[src/rtl/mfi_check_sequencer.sv]
// rtl/mfi_check_sequencer.sv - retirement-driven check sequencer (optional timeout: MFI_CHECK_TIMEOUT_EN)
module mfi_check_sequencer #(
    parameter int WARMUP  = 4,
    parameter int TIMEOUT = 64,
    parameter int CNT_W   = 16
) (
    input  logic             clock,
    input  logic             resetn,
    input  logic             mfi_valid,
    input  logic [31:0]      mfi_order,
    input  logic [31:0]      trig_order,
    output logic             check,
    output logic             armed,
    output logic             done,
    output logic             abort,
    output logic             order_err,
    output logic [CNT_W-1:0] retire_cnt
);

    typedef enum logic [2:0] {
        S_IDLE   = 3'd0,
        S_WARMUP = 3'd1,
        S_ARMED  = 3'd2,
        S_CHECK  = 3'd3,
        S_DONE   = 3'd4,
        S_ABORT  = 3'd5
    } state_t;

    localparam logic [CNT_W-1:0] CNT_MAX  = {CNT_W{1'b1}};
    localparam logic [CNT_W-1:0] WARMUP_C = CNT_W'(WARMUP);

    // A zero timeout would abort on the very first idle cycle; reject it at elaboration
    if (TIMEOUT < 1) begin : g_timeout_range
        $error("TIMEOUT must be at least 1");
    end

    state_t            state_q, state_d;
    logic [CNT_W-1:0]  retire_cnt_q, retire_cnt_d;
    logic [31:0]       prev_order_q, prev_order_d;
    logic              prev_valid_q, prev_valid_d;
    logic              check_q, check_d;
    logic              armed_q, armed_d;
    logic              done_q, done_d;
    logic              abort_q, abort_d;
    logic              order_err_q, order_err_d;
    logic [31:0]       trig_m1;
    logic              timeout_hit;

    // The check fires on the retirement after trig_order-1; 32-bit wrap is intended
    assign trig_m1 = trig_order - 32'd1;

`ifdef MFI_CHECK_TIMEOUT_EN
    localparam int                TMO_W    = $clog2(TIMEOUT + 1);
    localparam logic [TMO_W-1:0]  TMO_LAST = TMO_W'(TIMEOUT - 1);

    logic [TMO_W-1:0] idle_cnt_q, idle_cnt_d;

    // Count consecutive retirement-free cycles while waiting in ARMED/CHECK
    always_comb begin
        idle_cnt_d  = '0;
        timeout_hit = 1'b0;
        if ((state_q == S_ARMED || state_q == S_CHECK) && !mfi_valid) begin
            if (idle_cnt_q == TMO_LAST) begin
                timeout_hit = 1'b1;
            end else begin
                idle_cnt_d = idle_cnt_q + TMO_W'(1);
            end
        end
    end

    // Idle-cycle counter register
    always_ff @(posedge clock) begin
        if (!resetn) begin
            idle_cnt_q <= '0;
        end else begin
            idle_cnt_q <= idle_cnt_d;
        end
    end
`else
    assign timeout_hit = 1'b0;
`endif

    // Saturating retirement counter, frozen only while in IDLE
    always_comb begin
        retire_cnt_d = retire_cnt_q;
        if (state_q != S_IDLE && mfi_valid && retire_cnt_q != CNT_MAX) begin
            retire_cnt_d = retire_cnt_q + CNT_W'(1);
        end
    end

    // Order tracker: flag any retirement that is not previous+1 (mod 2^32)
    always_comb begin
        prev_order_d = prev_order_q;
        prev_valid_d = prev_valid_q;
        order_err_d  = order_err_q;
        if (mfi_valid) begin
            if (prev_valid_q && mfi_order != (prev_order_q + 32'd1)) begin
                order_err_d = 1'b1;
            end
            prev_order_d = mfi_order;
            prev_valid_d = 1'b1;
        end
    end

    // Next-state logic; ARMED entry beats a same-cycle missed-target abort in WARMUP
    always_comb begin
        state_d = state_q;
        case (state_q)
            S_IDLE: begin
                state_d = S_WARMUP;
            end
            S_WARMUP: begin
                if (retire_cnt_d >= WARMUP_C) begin
                    state_d = S_ARMED;
                end else if (mfi_valid && mfi_order == trig_m1) begin
                    state_d = S_ABORT;
                end
            end
            S_ARMED: begin
                if (timeout_hit) begin
                    state_d = S_ABORT;
                end else if (mfi_valid && mfi_order == trig_m1) begin
                    state_d = S_CHECK;
                end else if (mfi_valid && mfi_order >= trig_order) begin
                    state_d = S_ABORT;
                end
            end
            S_CHECK: begin
                if (mfi_valid) begin
                    state_d = S_DONE;
                end else if (timeout_hit) begin
                    state_d = S_ABORT;
                end
            end
            S_DONE:  state_d = S_DONE;
            S_ABORT: state_d = S_ABORT;
            default: state_d = S_IDLE;
        endcase
    end

    // Output flops follow the next state so they line up with state_q
    always_comb begin
        check_d = (state_d == S_CHECK);
        armed_d = (state_d == S_ARMED);
        done_d  = done_q  | (state_d == S_DONE);
        abort_d = abort_q | (state_d == S_ABORT);
    end

    // State and output registers
    always_ff @(posedge clock) begin
        if (!resetn) begin
            state_q      <= S_IDLE;
            retire_cnt_q <= '0;
            prev_order_q <= '0;
            prev_valid_q <= 1'b0;
            check_q      <= 1'b0;
            armed_q      <= 1'b0;
            done_q       <= 1'b0;
            abort_q      <= 1'b0;
            order_err_q  <= 1'b0;
        end else begin
            state_q      <= state_d;
            retire_cnt_q <= retire_cnt_d;
            prev_order_q <= prev_order_d;
            prev_valid_q <= prev_valid_d;
            check_q      <= check_d;
            armed_q      <= armed_d;
            done_q       <= done_d;
            abort_q      <= abort_d;
            order_err_q  <= order_err_d;
        end
    end

    assign check      = check_q;
    assign armed      = armed_q;
    assign done       = done_q;
    assign abort      = abort_q;
    assign order_err  = order_err_q;
    assign retire_cnt = retire_cnt_q;

endmodule
[config.mk]
export PLATFORM = sky130hd
export DESIGN_NAME = mfi_check_sequencer
export DESIGN_NICKNAME = d
export VERILOG_FILES = /design/src/rtl/mfi_check_sequencer.sv
export SDC_FILE = /design/constraint.sdc
export NUM_CORES = 1
export LEC_CHECK = 0
export BUFFER_PORTS_ARGS = -buffer_cell sky130_fd_sc_hd__buf_2
export CORE_ASPECT_RATIO = 0.9
export CORE_UTILIZATION = 45
export DETAILED_ROUTE_END_ITERATION = 7
export GPL_TIMING_DRIVEN = 0
export PLACE_DENSITY = 0.76
export SLEW_MARGIN = 20
export SYNTH_ARGS = -nofsm -noshare
export SYNTH_HDL_FRONTEND = slang
export SYNTH_SLANG_ARGS = --single-unit
[constraint.sdc]
create_clock -name clock -period 4.4 [get_ports clock]
set_input_delay 0.44 -clock clock [delete_from_list [all_inputs] [get_ports clock]]
set_output_delay 0.44 -clock clock [all_outputs]
set_load 0.05 [all_outputs]
==> run summary <==
Wires add up to 15000 um. The total number of vias was 5606. The area occupied by multi-input gates was 0.00410 mm^2. Cells fill 53.6% of the core in the end. The via count of the first global-routing pass came out at 5081.

The biggest fanout along the worst timing path was 5; the cell row count was 38. At the placement stage, the worst setup path has a slack of 0.415 ns. The startpoint identified for the worst hold timing path is mfi_order[0]. The leakage dissipation is 2.74 nW, and the number of distinct library cell variants in the gate-level netlist after synthesis is 66. For this run, asynchronously set or reset flops after synthesis account for 0%. The worst-case headroom to the max-slew limit was 43.6%. The path class of the tightest hold or removal check is in2reg. The start of the worst register-to-register path was retire_cnt[5]$_SDFF_PN0_. The maximum number of pins on one net before global-route repair is 11, and the register-to-register setup slack is 1.34 ns. The layout-stage area growth over the synthesis result is 16.8%. The count of buffers added on input and output ports is 86. At the worst endpoint, the required time is 4.63 ns.

For the post-route worst setup slack, the log shows 0.748 ns. The first TritonRoute pass finished after 5 iterations. The number of cells on the worst reg-to-reg path is 11.

The layout net count is 914, and the fraction of final layout cells sized beyond drive strength 1 is 14.7%. The worst path uses 83.0% of the clock period. For the total congestion overflow after global routing, the log shows 0.

CTS placed an instance of clkbuf_16 at the clock tree root. The cell count after synthesis came out at 715. The tools report the end point of the critical path as done$_SDFF_PN0_.

The total power of the final layout came out at 1.62 mW. The tools report the max-slew violation total from the final report as 0. The critical path class is in2reg. The cell area that synthesis handed to floorplanning was 0.00552 mm^2.

Dividing the detail-routed via count by the number of cells gives 5.74. The clock drives 57 sinks. The run gives 0.00114 mm^2 as the register cell area after layout. The run finished with clean final reports. Yosys attributes the largest share of cell area to dfxtp_1 (21%), xnor2_1 (9.8%), mux2i_1 (9.1%). The number of antenna diodes in the final layout is 0.

Max-cap violations in this run came to 0. Clock-pin slew was measured on the worst setup and hold paths at 0.05 ns. With fillers left out, the area of the finished cells amounts to 0.00645 mm^2.

For the final database, setup skew stands at 0.00577 ns. The run gives 961 as the post-placement cell count. Worst-case hold slack: 0.413 ns. Of all cell types, the one taking the most synthesized area is dfxtp_1.

Counting I/O delays and the setup requirement, the final critical path takes 3.65 ns. Fill cells in the final layout number 1153. The number of nets in the synthesized netlist is 817. The top cell type's share of synthesized area is 20.7%, and the clock latency at the later pin of the worst-skew pair is 0.33 ns.

For the worst setup path, the data arrival time is 3.88 ns. The worst setup path is captured at a register. Dividing the detail-routed wire length by the instance count gives 15.4 um. The power per cell area is 251 mW/mm^2, and the maximum clock frequency is 274 MHz.

The horizontal die dimension was 119 um. Summed over all failing endpoints, the final setup total negative slack is 0 ns. The number of top-level design ports is 88. The transition time of the tightest slew-check pin works out to 0.835 ns. The finished layout holds 977 standard cells, fillers aside. For this run, the slowest stage of the critical path takes 0.58 ns. The post-route DRC violation count is 0, and the post-cts sizing count is 0.

Counting flops and latches in the post-synthesis netlist gives 57. The tools report the total CTS buffers as 9. For this configuration, the core starts out at a cell density of 45.9%. TritonCTS built the clock tree. At the end of routability-driven placement, the weighted congestion stood at 0.886. For this run, the register share of the synthesized area comes to 20.7%.

Walking the worst path, the cells encountered are buf_2 -> inv_1 -> ha_1 -> or4b_1 -> or4b_4 -> or4_4 -> a22oi_2 -> nand2_1 -> nand4b_1 -> nor4b_2 -> mux2_4 -> o41ai_2. In this run the critical register-to-register path is captured at check$_SDFF_PN0_. Yosys printed 0 warnings. The wire length of the first global-routing pass is 24700 um. The post-cts hold buffer count is 0, and the count of flip-flops with a built-in enable after synthesis is 0. For the post-route antenna net violation count, the log shows 0. Among all stages on the critical path, the largest delay is contributed by or4b_4. The total count of hold-check failures in the final report was 0. The number of setup buffers added after CTS is 0. HPWL reported at the end of detailed placement: 11800 um.

The tools report the instance area after placement as 0.00615 mm^2. For the initial antenna violation count, the log shows 0. A synthesized cell averages 7.72 um^2.

The logs give 0 for the total of endpoints with negative setup slack in the final report and 3 for the number of H-tree levels. Vertical die dimension: 107 um. The most used flip-flop cell after synthesis is dfxtp_1.

Setup repair after global routing left no endpoint under its margin. The region available for standard cell placement spans 0.0120 mm^2. The critical path starts at trig_order[1]. The run gives 380 as the violation count after the first detailed-route iteration. VDD sags by at most 0.176 mV.

In this run the deepest clock path goes through 2 buffers. The worst setup path is launched from an input port. The global-route usage over all layers came out at 24.1%. The die covers 0.0127 mm^2.
-- registers in the layout, indices dropped and copies added (netlist names) --
signal / flops
abort: 1
armed: 1
prev_order_q: 32
order_err: 1
done: 1
retire_cnt: 16
state_q: 3
check: 1
prev_valid_q: 1
-- power breakdown --
group	internal, mW	switching (mW)	total, mW	leakage, nW
sequential	0.537	0.0248	0.562	0.467
combinational	0.155	0.210	0.365	2.14
clock	0.451	0.243	0.694	0.142
total	1.14	0.478	1.62	2.74
-- synth_stat cells, types with 3 or more instances --
cell,count
nand4b_1,6
a31oi_1,8
nand2b_1,3
o211ai_1,6
mux2_2,3
nand3_1,27
and3_1,18
o22ai_1,4
a211oi_1,6
nor2b_1,8
o21ai_0,15
nand3b_1,3
xor2_1,28
and2_1,7
nand4_1,24
nor2_1,90
and4_1,13
mux2i_1,50
clkbuf_1,25
dfxtp_1,57
buf_1,4
ha_1,35
o31ai_1,4
nor4_1,11
a211o_1,3
xnor2_1,62
nand2_1,41
a21oi_1,26
inv_1,41
or3_1,10
o31a_1,3
a41oi_1,5
or2_2,3
nor3_1,22
-- layer usage --
metal / global-route usage (%) / routed length [um] / up-vias
li1: - / - / 2790
met1: 34.5 / 7310 / 2579
met2: 36.6 / 6330 / 203
met3: 3.24 / 1020 / 34
met4: 8.68 / 346 / 0
met5: 0 / 0 / -
-- worst min path at each step --
| stage | end | cells after the start |
|---|---|---|
| 6_report | prev_order_q[0]$_SDFFE_PN0P_ | 3 |
| 5_1_grt | retire_cnt[4]$_SDFF_PN0_ | 3 |
| 4_1_cts | retire_cnt[4]$_SDFF_PN0_ | 3 |
| 3_5_place_dp | abort$_SDFF_PN0_ | 2 |
| 3_3_place_gp | abort$_SDFF_PN0_ | 2 |
| 2_1_floorplan | prev_valid_q$_SDFFE_PN0P_ | 2 |
-- cells by family after synthesis --
kind of cell / synth area share, %
xor gates and xnor gates: 14.3
adders and majority gates: 7.93
muxes: 9.95
buffers and inverters: 5.01
and+or+nand+nor: 29.1
DFF: 20.7
AOI/OAI and AO/OA: 13.0
-- critical path, delay by kind of cell --
| kind | cells | cell delay (ns) |
|---|---|---|
| muxes | 1 | 0.37 |
| AOI/OAI and AO/OA | 2 | 0.41 |
| adders and majority gates | 1 | 0.23 |
| and+or+nand+nor | 6 | 2.26 |
| buffers and inverters | 2 | 0.17 |
-- cells in the final DEF (no fill, tap or decap), drive strengths merged, types with 4 or more instances in the layout --
| cell type | n |
|---|---|
| buf | 91 |
| nor2 | 90 |
| xnor2 | 62 |
| dfxtp | 57 |
| mux2i | 50 |
| inv | 41 |
| nand2 | 41 |
| clkbuf | 37 |
| ha | 35 |
| xor2 | 28 |
| nand3 | 27 |
| a21oi | 26 |
| nand4 | 24 |
| nor3 | 22 |
| and3 | 18 |
| o21ai | 15 |
| and4 | 13 |
| nor4 | 12 |
| or3 | 10 |
| nor2b | 8 |
| a31oi | 8 |
| and2 | 8 |
| o211ai | 6 |
| nand4b | 6 |
| a211oi | 6 |
| a41oi | 5 |
| o31ai | 5 |
| o22ai | 4 |
| mux2 | 4 |
| or4 | 4 |
-- cell type report --
cell class / instances / area share (%)
clock inverter: 5 / 0.854
buffer: 31 / 1.84
clock buffer: 11 / 3.76
multi-input combinational: 585 / 63.6
sequential: 57 / 17.7
timing repair buffer: 86 / 6.67
inverter: 42 / 2.44
tap: 160 / 3.10
(Power assumes the default switching activity.)
